--- src/rtl/pipeline_ctrl.sv ---
// Stall/flush controller for the five-stage pipeline, with a memory-wait FSM for slow data memory.
// Hazard and branch controls are combinational; an access of MEM_LAT cycles freezes the pipe for MEM_LAT-1 cycles.
module pipeline_ctrl #(
    parameter int MEM_LAT = 4
) (
    input  logic       clk,
    input  logic       rst,
    input  logic [3:0] idSrc1,
    input  logic [3:0] idSrc2,
    input  logic       idTwoSrc,
    input  logic       idSrc1Valid,
    input  logic [3:0] exeDest,
    input  logic       exeWbEn,
    input  logic       exeMemRead,
    input  logic [3:0] memDest,
    input  logic       memWbEn,
    input  logic       fwdEn,
    input  logic       branchTaken,
    input  logic       memAccess,
    output logic       pcLd,
    output logic       ifIdLd,
    output logic       ifIdFlush,
    output logic       idExLd,
    output logic       idExFlush,
    output logic       exMemLd,
    output logic       memWbClr,
    output logic       memBusy,
    output logic       hazard
);

    localparam logic [1:0] IDLE = 2'd0;
    localparam logic [1:0] BUSY = 2'd1;
    localparam logic [1:0] DONE = 2'd2;

    localparam logic       MULTI_CYC  = (MEM_LAT > 1);
    localparam logic [1:0] FIRST_NEXT = (MEM_LAT > 2) ? BUSY : DONE;
    // Only meaningful when MEM_LAT > 2; BUSY is unreachable otherwise.
    localparam logic [3:0] LAST_CNT   = 4'(MEM_LAT - 2);

    logic [1:0] state_q, state_d;
    logic [3:0] cnt_q, cnt_d;
    logic       stall_raw;
    logic       stall;
    logic       hit_exe, hit_mem;

    assign hit_exe = (idSrc1Valid & (idSrc1 == exeDest)) | (idTwoSrc & (idSrc2 == exeDest));
    assign hit_mem = (idSrc1Valid & (idSrc1 == memDest)) | (idTwoSrc & (idSrc2 == memDest));

    always_comb begin
        if (fwdEn) begin
            hazard = exeWbEn & exeMemRead & hit_exe;
        end else begin
            hazard = (exeWbEn & hit_exe) | (memWbEn & hit_mem);
        end
    end

    always_comb begin
        state_d   = state_q;
        cnt_d     = cnt_q;
        stall_raw = 1'b0;
        case (state_q)
            IDLE: begin
                if (memAccess && MULTI_CYC) begin
                    stall_raw = 1'b1;
                    cnt_d     = 4'd1;
                    state_d   = FIRST_NEXT;
                end
            end
            BUSY: begin
                stall_raw = 1'b1;
                cnt_d     = cnt_q + 4'd1;
                if (cnt_q == LAST_CNT) begin
                    state_d = DONE;
                end
            end
            // DONE lets the finished access advance without re-triggering on its own memAccess.
            DONE:    state_d = IDLE;
            default: state_d = IDLE;
        endcase
    end

    always_ff @(posedge clk or posedge rst) begin
        if (rst) begin
            state_q <= IDLE;
            cnt_q   <= 4'd0;
        end else begin
            state_q <= state_d;
            cnt_q   <= cnt_d;
        end
    end

    assign stall   = stall_raw & ~rst;
    assign memBusy = stall;

    always_comb begin
        pcLd      = 1'b1;
        ifIdLd    = 1'b1;
        ifIdFlush = 1'b0;
        idExLd    = 1'b1;
        idExFlush = 1'b0;
        exMemLd   = 1'b1;
        memWbClr  = 1'b0;
        if (rst) begin
            pcLd = 1'b1;
        end else if (stall) begin
            pcLd     = 1'b0;
            ifIdLd   = 1'b0;
            idExLd   = 1'b0;
            exMemLd  = 1'b0;
            memWbClr = 1'b1;
        end else if (branchTaken) begin
            ifIdFlush = 1'b1;
            idExFlush = 1'b1;
        end else if (hazard) begin
            pcLd      = 1'b0;
            ifIdLd    = 1'b0;
            idExFlush = 1'b1;
        end
    end

endmodule

--- config.mk ---
export PLATFORM = sky130hd
export DESIGN_NAME = pipeline_ctrl
export DESIGN_NICKNAME = d
export VERILOG_FILES = /design/src/rtl/pipeline_ctrl.sv
export SDC_FILE = /design/constraint.sdc
export NUM_CORES = 1
export LEC_CHECK = 0
export CORE_MARGIN = 2
export CORE_UTILIZATION = 34
export CTS_BUF_LIST = sky130_fd_sc_hd__clkbuf_8
export CTS_CLUSTER_DIAMETER = 30
export DETAILED_ROUTE_END_ITERATION = 12
export PLACE_DENSITY = 0.76
export SYNTH_ARGS = -nofsm -noshare
export SYNTH_HDL_FRONTEND = slang
export SYNTH_SLANG_ARGS = --single-unit
--- constraint.sdc ---
create_clock -name clk -period 3.5 [get_ports clk]
set_input_delay 1.05 -clock clk [delete_from_list [all_inputs] [get_ports clk]]
set_output_delay 1.05 -clock clk [all_outputs]
set_load 0.01 [all_outputs]
# Yosys cells after proc, flatten, opt, wreduce, memory -nomap -nowiden
# Cells that the tools add are included.
dict set report word_totals {
  word_cells 51
  out_inout_bits 9
  reg_bits 6
  in_bits 26
}
dict set report op_classes {
  bitwise_logic 13
  eq_ne 8
  muxes 23
  reduce_logical 4
  add_sub_neg 1
}
# op n
set op_table {}
lappend op_table {{$mux W1} 17}
lappend op_table {{$eq A4 B4 Y1} 4}
lappend op_table {{$and A1 B1 Y1} 9}
lappend op_table {{$pmux W4 S2} 1}
lappend op_table {{$add A4 B1 Y4 const B} 1}
lappend op_table {{$eq A4 B2 Y1 const B} 1}
lappend op_table {{$mux W2} 2}
lappend op_table {{$mux W4} 1}
lappend op_table {{$ne A2 B2 Y1 const B} 2}
lappend op_table {{$pmux W2 S2} 1}
lappend op_table {{$reduce_and A2 Y1} 2}
lappend op_table {{$or A1 B1 Y1} 3}
lappend op_table {{$eq A2 B1 Y1 const B} 1}
lappend op_table {{$logic_not A2 Y1} 1}
lappend op_table {{$pmux W1 S2} 1}
lappend op_table {{$reduce_bool A2 Y1} 1}
lappend op_table {{$not A1 Y1} 1}

# Logic depth before layout (Yosys ltp)
# Gate-level depths: netlist of the first run.
dict set report depth {
  ltp_word 10
  ltp_mapped 7
  mapped_depth_nobuf 6
}

# Worst setup path after synthesis of the first run
# Ideal clock, no wire load.
dict set report synth_path {
  path_type {in2out}
  start {in fwdEn}
  end {out pcLd}
  t_arrival_ns 2.082
  setup_slack_ns 0.368
  path_stages 7
  required_ns 2.450
  path_cell_list {and2b_1 -> nand3_1 -> nor4_1 -> a31oi_1 -> nand3_2 -> a21oi_1 -> buf_4}
}
dict set report synth_via {
  elab_chain_len 5
}
# item line_no
set synth_lines {}
lappend synth_lines {{from (decl)} 17} ;# input logic fwdEn,
lappend synth_lines {{$mux W1} 50} ;# if (fwdEn) begin
lappend synth_lines {{via hazard} 28} ;# output logic hazard
lappend synth_lines {{$mux W1 (4 in a row)} -}
lappend synth_lines {{to (decl)} 20} ;# output logic pcLd,
# The timed path passes the listed nets, and every way through them passes these cells.

# Worst setup path after layout of the first run
dict set report layout_path {
  start {in memWbEn}
  end {out idExFlush}
}
dict set report layout_via {
  elab_chain_len 7
}
# item line_no
set layout_lines {}
lappend layout_lines {{from (decl)} 16} ;# input logic memWbEn,
lappend layout_lines {{$and A1 B1 Y1} 53} ;# hazard = (exeWbEn & hit_exe) | (memWbEn & hit_mem);
lappend layout_lines {{$or A1 B1 Y1} 53}
lappend layout_lines {{$mux W1} 50}
lappend layout_lines {{$mux W1} 114} ;# end else if (hazard) begin
lappend layout_lines {{$mux W1} 111} ;# end else if (branchTaken) begin
lappend layout_lines {{$mux W1} 105} ;# end else if (stall) begin
lappend layout_lines {{$mux W1} 103} ;# if (rst) begin
lappend layout_lines {{to (decl)} 24} ;# output logic idExFlush,
# No other way between the ends.

==> results_dict.tcl, run 1 <==
set metrics [dict create \
    syn_area_per_cell_um2 8.58 \
    cts_hold_buffers 0 \
    power_frac_clock_pct 22.1 \
    timing.fmax_mhz 290 \
    routability_congestion_estimate_from_global_placement 0.766 \
    clkSinkCount 6 \
    p_per_area_mw_per_mm2 479 \
    vias_in_the_first_global_route 614 \
    p_leak_nw 0.549 \
    fp.dieArea_mm2 0.00195 \
    place.port_buffers 34 \
    crit_chain "clkdlybuf4s50_1 -> and2b_1 -> nand3_1 -> nor4_1 -> a31oi_1 -> nand3_2 -> o211a_1 -> buf_2" \
    timing.max_cap.violations 0 \
    drtPass1Iterations 1 \
    finalPower_uw 478 \
    cts_root_buffer "sky130_fd_sc_hd__clkbuf_8" \
    floorplan.die.width_um 44.2 \
    layoutNonFillerInstCount 123 \
    dp_cells 117 \
    tightest_pin_transition_ps 238 \
    htreeDepth 1 \
    relSlewSlack_pct 84.0 \
    antenna_found_initial 0 \
    wire_length_of_the_first_global_routing_pass_um 2430 \
    finish_stage_setup_viols 0 \
    unrepaired_setup_endpoints_after_global_routing "true" \
    die_ht_um 44.2 \
    share_of_the_synthesized_area_in_the_top_cell_type_pct 27.3 \
    cp_data_required_time_ps 2450 \
    post-route-drc-count 0 \
    netSwitchingPower_uw 169 \
    synthesis.yosys.warnings 0 \
    mostFrequentLayoutCells "sky130_fd_sc_hd__xor2_1 (12), sky130_fd_sc_hd__clkdlybuf4s50_1 (12), sky130_fd_sc_hd__dlygate4sd2_1 (11), sky130_fd_sc_hd__buf_4 (9), sky130_fd_sc_hd__dlymetal6s2s_1 (7)" \
    critPathCaptureType "primary output" \
    start_kind "input port" \
    synth-seq-cells 6 \
    worst_hold_class "flip-flop to flip-flop" \
    netlist_area_um2 549 \
    synth.yosys.seq_area_share_pct 27.3 \
    synth_async_sr_flop_share_pct 100 \
    run_status "finished clean" \
    post-route-cell-area_um2 997 \
    core.rowCount 14 \
    layout.filler_cells 125 \
    crit_arrival_ps 2400 \
    tritoncts "done" \
    clock_insertion_delay_worst_skew_ps 230 \
    timing_worst_setup_path_type "input port to primary output" \
    synth-main-ff-cell "sky130_fd_sc_hd__dfrtp_1" \
    post_route_cells_drive_above_1_share_pct 19.6 \
    critPathSlowestCell "sky130_fd_sc_hd__clkdlybuf4s50_1" \
    routed_via_density 4.95 \
    detailedPlacementHpwl_um 1260 \
    design.core.area_mm2 0.00151 \
    synthesis.nets 92 \
    synth_top_cells_by_area "sky130_fd_sc_hd__dfrtp_1 (27%), sky130_fd_sc_hd__xor2_1 (19%), sky130_fd_sc_hd__xnor2_1 (6.4%), sky130_fd_sc_hd__ha_1 (4.6%), sky130_fd_sc_hd__buf_4 (4.1%)" \
    clock_path_buffers 2 \
    switching_power_as_a_share_of_total_power_pct 35.3 \
    crit_path_max_incr_delay_ps 390 \
    first_iter_violations 0 \
    placedInstanceArea_um2 932 \
    synth_edf_count 0 \
    postLayoutCoreUtil_pct 66.2 \
    fin_worst_hold_slack_ps 555 \
    syn_inst 64 \
    min_period_over_period_pct 98.7 \
    power_frac_seq_pct 28.6 \
    drt-wirelength-per-cell_um 11.9 \
    grt_overflow_total 0 \
    cts_made_buffers 3 \
    finish.net_count 137 \
    worst_setup_hold_path_clk_slew_ps 40 \
    detailed_route_wire_length_um 1460 \
    grt_start_max_net_pins 7 \
    cellInternalPower_uw 309 \
    report.final.slew_viol_count 0 \
    layout_min_cycle_time_ps 3450 \
    via_count 609 \
    top_level_ports 35 \
    critical_path_peak_fanout 3 \
    detail-route-antenna-nets 0 \
    yosysUniqueCellTypes 25 \
    syn_to_final_growth_pct 81.5 \
    vdd_drop_max_v 0.000204 \
    finalClockSkew_ps 2.11 \
    synth_top_cell_by_area "sky130_fd_sc_hd__dfrtp_1" \
    power_frac_comb_pct 49.3 \
    grt_use_total_pct 17.3 \
    diodes 0 \
    effective_utilization_at_floorplan_pct 36.5 \
    finalHoldViolCount 0 \
]
-- power groups by stage --
stage               clock, mW  combinational [mW]  sequential [mW]
finish                  0.106               0.235            0.137
global route            0.110               0.258            0.143
CTS                     0.107               0.236            0.136
detailed placement          0               0.238            0.136
global placement            0               0.232            0.133
floorplan                   0               0.137            0.127
-- cell families after synthesis --
kind of cell | Yosys count | share of synthesized area [%]
mux | 1 | 2.05
compound gates | 11 | 13.7
simple gates | 21 | 20.0
buf+inv | 7 | 6.83
xor+xnor | 16 | 25.5
fa+ha+maj | 2 | 4.56
flops | 6 | 27.3
-- layout make-up --
class | instances | area [um^2] | share of cell area [%]
well taps | 16 | 20.0 | 2.01
multi-input cells | 51 | 379 | 38.0
repair buffers | 43 | 392 | 39.3
flip-flops and latches | 6 | 150 | 15.1
clock buffers | 3 | 41.3 | 4.14
inverters | 4 | 15.0 | 1.51
-- critical path, delay by kind of cell --
kind	cells	cell delay [ps]
buffers and inverters	2	520
and+or+nand+nor	4	430
AOI/OAI and AO/OA	2	410
-- final timing paths --
path / from / to / slack [ps] / depth (start not counted)
setup / recovery: memWbEn / idExFlush / 50 / 8
hold / removal: cnt_q[0]$_DFFE_PP0P_ / cnt_q[0]$_DFFE_PP0P_ / 560 / 1
setup reg to reg: cnt_q[0]$_DFFE_PP0P_ / cnt_q[2]$_DFFE_PP0P_ / 2300 / 3
hold reg to reg: cnt_q[0]$_DFFE_PP0P_ / cnt_q[0]$_DFFE_PP0P_ / 560 / 1
max in group asynchronous: rst / cnt_q[2]$_DFFE_PP0P_ / 2170 / 3
min in group asynchronous: rst / cnt_q[3]$_DFFE_PP0P_ / 1210 / 3
-- timing repair --
item	in CTS	in global routing
pin swaps	10	7
resized for setup	30	8
setup buffers	3	0
endpoints found under the setup margin	9	6
-- state kept, by name, summed over array words and instances (netlist names) --
signal,cells
state_q,2
cnt_q,4
-- routing by layer --
layer  wire, um  GRT usage [%]  vias to the layer above  part of all wire [%]
met5          0              0                        -                     0
met4         50           13.3                        0                   3.4
met3         98           4.90                        6                   6.7
met2        702           28.2                       29                    48
met1        612           18.8                      267                    42
li1           -              -                      307                     -
-- Yosys cell counts, types with 2 or more instances --
master                    instances
sky130_fd_sc_hd__xnor2_1          4
sky130_fd_sc_hd__ha_1             2
sky130_fd_sc_hd__dfrtp_1          6
sky130_fd_sc_hd__nor4_1           3
sky130_fd_sc_hd__inv_1            4
sky130_fd_sc_hd__o21ai_0          2
sky130_fd_sc_hd__nand2_1          3
sky130_fd_sc_hd__xor2_1          12
sky130_fd_sc_hd__nand3_1          3
sky130_fd_sc_hd__nor3_1           2
sky130_fd_sc_hd__buf_4            3
sky130_fd_sc_hd__nor2_1           5
sky130_fd_sc_hd__a22o_1           2
sky130_fd_sc_hd__a31oi_1          2
-- per-stage QoR --
stage	TNS, ps	setup slack, ps
after CTS	0	1.71
final	0	46.0
after global placement	-1710	-450
after detailed placement	-1740	-464
after global routing	-6.18	-6.18
after floorplan	0	368
Note: power is estimated with default switching activity, not from simulation.
==> run 2: changes to the inputs <==
--- a/config.mk
+++ b/config.mk
@@ -10,7 +10,7 @@
 export CTS_BUF_LIST = sky130_fd_sc_hd__clkbuf_8
 export CTS_CLUSTER_DIAMETER = 30
 export DETAILED_ROUTE_END_ITERATION = 12
-export PLACE_DENSITY = 0.76
+export PLACE_DENSITY = 0.88
 export SYNTH_ARGS = -nofsm -noshare
 export SYNTH_HDL_FRONTEND = slang
 export SYNTH_SLANG_ARGS = --single-unit
==> run 2 against run 1 <==
Net effect: die area did not move; flip-flop and latch count unchanged; hold slack worse by 22 ps; clock power about the same; clock-buffer cell count stayed put; maximum frequency rose by 1.0%; non-clock buffer count shrank 2; critical endpoint unchanged; power rose by 0.94%; register-to-register slack is essentially flat; critical path depth down 1; highest routed layer unchanged.
==> results_dict.tcl, run 2 (synthesized netlist as in run 1, its figures left out) <==
set metrics [dict create \
    run_status "finished clean" \
    design.core.area_mm2 0.00151 \
    diodes 0 \
    cts_root_buffer "sky130_fd_sc_hd__clkbuf_8" \
    reg_top3 "cnt_q: 4 flops, state_q: 2 flops" \
    crit_arrival_ps 2370 \
    detail-route-antenna-nets 0 \
    top_level_ports 35 \
    die_ht_um 44.2 \
    grt_use_total_pct 18.3 \
    p_leak_nw 0.542 \
    largest_register_ff_count 4 \
    core.rowCount 14 \
    grt_overflow_total 0 \
    wire_length_of_the_first_global_routing_pass_um 2590 \
    fp.dieArea_mm2 0.00195 \
    detailed_route_wire_length_um 1680 \
    min_period_over_period_pct 97.7 \
    drt-wirelength-per-cell_um 13.9 \
    start_kind "input port" \
    report.final.slew_viol_count 0 \
    layout_min_cycle_time_ps 3420 \
    mostFrequentLayoutCells "sky130_fd_sc_hd__xor2_1 (12), sky130_fd_sc_hd__clkdlybuf4s50_1 (12), sky130_fd_sc_hd__dlygate4sd2_1 (11), sky130_fd_sc_hd__dlymetal6s2s_1 (7), sky130_fd_sc_hd__buf_4 (7)" \
    post-route-drc-count 0 \
    critical_path_peak_fanout 3 \
    preCtsSetupSlack_ps -509 \
    drtPass1Iterations 4 \
    postLayoutCoreUtil_pct 66.5 \
    place.port_buffers 34 \
    cts_hold_buffers 0 \
    via_count 644 \
    floorplan.die.width_um 44.2 \
    relSlewSlack_pct 82.1 \
    cts_made_buffers 3 \
    critPathCaptureType "primary output" \
    finalClockSkew_ps 1.26 \
    routability_congestion_estimate_from_global_placement 0.792 \
    clkSinkCount 6 \
    finalHoldViolCount 0 \
    vdd_drop_max_v 0.000261 \
    tightest_pin_transition_ps 266 \
    syn_to_final_growth_pct 82.5 \
    finalPower_uw 482 \
    layout_setup_ws_ps 80.1 \
    antenna_found_initial 0 \
    clock_path_buffers 2 \
    grt_start_max_net_pins 7 \
    first_iter_violations 15 \
    vias_in_the_first_global_route 666 \
    htreeDepth 1 \
    regMostFlops "cnt_q" \
    cp_data_required_time_ps 2450 \
    clock_insertion_delay_worst_skew_ps 220 \
    effective_utilization_at_floorplan_pct 36.5 \
    worst_setup_hold_path_clk_slew_ps 40 \
    timing.fmax_mhz 292 \
    routed_via_density 5.32 \
    worst_hold_class "flip-flop to flip-flop" \
    finish.net_count 135 \
    timing_worst_setup_path_type "input port to primary output" \
    post_route_cells_drive_above_1_share_pct 21.9 \
    detailedPlacementHpwl_um 1320 \
    finish_stage_setup_viols 0 \
    p_per_area_mw_per_mm2 481 \
    tritoncts "done" \
    timing.max_cap.violations 0 \
]
[run 2: metal layers]
layer	part of all wire [%]	GRT usage (%)
met1	32	16.8
met2	53	33.2
met3	8.5	3.67
met4	5.7	17.0
met5	0	0
[run 2: worst max-delay path: stages]
cell                            delay, ps
sky130_fd_sc_hd__dlygate4sd2_1        260
sky130_fd_sc_hd__xor2_1               160
sky130_fd_sc_hd__nor3_1               270
sky130_fd_sc_hd__nand4_1              190
sky130_fd_sc_hd__nand3_2              160
sky130_fd_sc_hd__o211a_1              170
sky130_fd_sc_hd__buf_6                100
[run 2: metrics by stage]
step | setup TNS, ps | cell area, um^2 | instances | hold slack, ps
floorplan | 0 | 549 | 64 | 500
global placement | -1610 | 932 | 117 | 516
detailed placement | -1830 | 932 | 117 | 528
CTS | 0 | 961 | 121 | 537
global route | -9.37 | 1000 | 121 | 580
finish | 0 | 1000 | 121 | 534
[run 2: path summary, 6_finish.rpt]
check | from | end | slack (ps) | cells after the start
hold reg to reg | cnt_q[1]$_DFFE_PP0P_ | cnt_q[1]$_DFFE_PP0P_ | 530 | 2
hold / removal | cnt_q[1]$_DFFE_PP0P_ | cnt_q[1]$_DFFE_PP0P_ | 530 | 2
min in group asynchronous | rst | cnt_q[1]$_DFFE_PP0P_ | 1220 | 3
max in group asynchronous | rst | cnt_q[2]$_DFFE_PP0P_ | 2170 | 3
setup / recovery | idSrc1[3] | idExFlush | 80 | 7
setup reg to reg | cnt_q[0]$_DFFE_PP0P_ | cnt_q[2]$_DFFE_PP0P_ | 2300 | 3
[run 2: power by group]
part	switching, mW	internal, mW	leakage [nW]
registers	0.0341	0.101	0.0734
clock network	0.0305	0.0739	0.0216
logic	0.110	0.132	0.447
[run 2: final cells by class]
cell class	count	area, um^2
Clock buffer	3	41.3
Fill cell	110	504
Inverter	4	15.0
Multi-Input combinational cell	51	393
Sequential cell	6	150
Tap cell	16	20.0
Timing Repair Buffer	41	383
[run 2: repair_timing]
| action | CTS | global route |
|---|---|---|
| resized for setup | 27 | 14 |
| setup buffers | 1 | 0 |
| pin swaps | 12 | 8 |
| setup endpoints to repair | 7 | 4 |
==> run 3: changes to the inputs <==
==> constraint.sdc (replaced) <==
create_clock -name clk -period 3.46 [get_ports clk]
set_input_delay 1.038 -clock clk [delete_from_list [all_inputs] [get_ports clk]]
set_output_delay 1.038 -clock clk [all_outputs]
set_load 0.01 [all_outputs]
==> run 3 against run 2 <==
Net effect: clock skew about the same; die area is the same; cell area decreased by 1.5%; power increased by 0.89%; utilization decreased by 1.0 points; final cell count unchanged; first-iteration DRC count is 6.7% higher; setup slack worse by 28 ps; register-to-register slack worse by 40 ps; sequential power about the same.
==> results_dict.tcl, run 3 (synthesized netlist as in run 1, its figures left out) <==
set metrics [dict create \
    run_status "finished clean" \
    post-route-drc-count 0 \
    fp.dieArea_mm2 0.00195 \
    core.rowCount 14 \
    grt_use_total_pct 18.3 \
    finalClockSkew_ps 1.39 \
    htreeDepth 1 \
    effective_utilization_at_floorplan_pct 36.5 \
    critPathCaptureType "primary output" \
    p_leak_nw 0.507 \
    timing_worst_setup_path_type "input port to primary output" \
    cts_root_buffer "sky130_fd_sc_hd__clkbuf_8" \
    clock_insertion_delay_worst_skew_ps 220 \
    detailedPlacementHpwl_um 1320 \
    layout.filler_cells 115 \
    highest_layer "met4" \
    grt_overflow_total 0 \
    finalPower_uw 486 \
    clock_path_buffers 2 \
    detail-route-antenna-nets 0 \
    syn_to_final_growth_pct 79.7 \
    tritoncts "done" \
    route.met2.wl_um 813 \
    floorplan.die.width_um 44.2 \
    worst_hold_class "flip-flop to flip-flop" \
    critical_path_peak_fanout 3 \
    finish_stage_setup_viols 0 \
    relSlewSlack_pct 84.7 \
    via_count 651 \
    vdd_drop_max_v 0.000270 \
    timing.max_cap.violations 0 \
    grt_start_max_net_pins 7 \
    regMostFlops "cnt_q" \
    timing.fmax_mhz 293 \
    drtPass1Iterations 4 \
    cts_hold_buffers 0 \
    cellInternalPower_uw 309 \
    place.port_buffers 34 \
    first_iter_violations 16 \
    mostFrequentLayoutCell "sky130_fd_sc_hd__dlygate4sd2_1" \
    wire_length_of_the_first_global_routing_pass_um 2590 \
    detailed_route_wire_length_um 1580 \
    antenna_found_initial 0 \
    cts_made_buffers 3 \
    met1_length_um 540 \
    crit_arrival_ps 2370 \
    finish.net_count 135 \
    top_level_ports 35 \
    power_frac_seq_pct 28.2 \
    switching_power_as_a_share_of_total_power_pct 36.4 \
    largest_register_ff_count 4 \
    tightest_pin_transition_ps 227 \
    clkSinkCount 6 \
    design.core.area_mm2 0.00151 \
    power_frac_comb_pct 50.1 \
    drt-wirelength-per-cell_um 13.0 \
    routed_via_density 5.38 \
    finalHoldViolCount 0 \
    routability_congestion_estimate_from_global_placement 0.792 \
    layout_min_cycle_time_ps 3410 \
    netSwitchingPower_uw 177 \
    worst_setup_hold_path_clk_slew_ps 40 \
    fin_worst_hold_slack_ps 534 \
    total_met3_wirelength_after_detailed_routing_um 130 \
    start_kind "input port" \
    mostFrequentLayoutCells "sky130_fd_sc_hd__dlygate4sd2_1 (17), sky130_fd_sc_hd__xor2_1 (12), sky130_fd_sc_hd__clkdlybuf4s50_1 (12), sky130_fd_sc_hd__buf_4 (7), sky130_fd_sc_hd__dfrtp_1 (6)" \
    post_route_cells_drive_above_1_share_pct 21.0 \
    die_ht_um 44.2 \
    reg_top3 "cnt_q: 4 flops, state_q: 2 flops" \
    power_frac_clock_pct 21.7 \
    report.final.slew_viol_count 0 \
    vias_in_the_first_global_route 666 \
    cp_data_required_time_ps 2420 \
    p_per_area_mw_per_mm2 493 \
    min_period_over_period_pct 98.5 \
    diodes 0 \
]
## run 3: cell types whose count changed in the layout (fill, tap and decap cells not counted)
| cell | delta |
|---|---|
| sky130_fd_sc_hd__dlymetal6s2s_1 | -5 |
| sky130_fd_sc_hd__dlygate4sd2_1 | +6 |
| sky130_fd_sc_hd__clkbuf_2 | -1 |
## run 3: final timing paths
path	startpoint	to	slack (ps)	depth (start not counted)
setup / recovery	exeMemRead	idExFlush	50	7
hold / removal	cnt_q[1]$_DFFE_PP0P_	cnt_q[1]$_DFFE_PP0P_	530	2
setup reg to reg	cnt_q[0]$_DFFE_PP0P_	cnt_q[2]$_DFFE_PP0P_	2260	3
hold reg to reg	cnt_q[1]$_DFFE_PP0P_	cnt_q[1]$_DFFE_PP0P_	530	2
max in group asynchronous	rst	cnt_q[2]$_DFFE_PP0P_	2140	3
min in group asynchronous	rst	cnt_q[1]$_DFFE_PP0P_	1210	3
## run 3: power groups by stage
stage | registers (mW) | clock network, mW | logic, mW
after detailed placement | 0.137 | 0 | 0.250
after global routing | 0.143 | 0.109 | 0.273
after CTS | 0.138 | 0.109 | 0.240
after floorplan | 0.128 | 0 | 0.138
after global placement | 0.135 | 0 | 0.236
final | 0.137 | 0.106 | 0.244
## run 3: final cells by class
| cell class | instances | area (um^2) | share of cell area [%] |
|---|---|---|---|
| multi-input cells | 51 | 393 | 39.8 |
| flip-flops and latches | 6 | 150 | 15.2 |
| well taps | 16 | 20.0 | 2.03 |
| repair buffers | 41 | 368 | 37.3 |
| clock buffers | 3 | 41.3 | 4.18 |
| inverters | 4 | 15.0 | 1.52 |
## run 3: worst max-delay path, stage by stage
cell and delay [ps]:
sky130_fd_sc_hd__clkdlybuf4s50_1 410, sky130_fd_sc_hd__o21ai_2 190, sky130_fd_sc_hd__nor4_2 60, sky130_fd_sc_hd__a31oi_1 170
sky130_fd_sc_hd__nand3_2 140, sky130_fd_sc_hd__o211a_1 250, sky130_fd_sc_hd__buf_6 120
## run 3: per-stage QoR
step                      area (um^2)  setup slack [ps]  setup TNS [ps]  std cells  util [%]
after floorplan                   549               352               0         64         -
after global placement            932              -444           -1690        117      61.9
after detailed placement          932              -525           -1950        117      61.9
after CTS                         955              7.24               0        121      63.4
after global routing              987             -5.42           -5.42        121      65.5
final                             987              52.0               0        121      65.5
## run 3: routing by layer
layer	track usage, %	vias to the layer above
met1	16.8	293
li1	-	303
met2	33.2	43
met5	0	-
met4	17.0	0
met3	3.67	12
## run 3: timing repair
item / CTS / global route
pin swaps: 12 / 4
buffers inserted: 1 / 0
gates cloned: 0 / 0
resized for setup: 32 / 7
setup endpoints to repair: 9 / 4
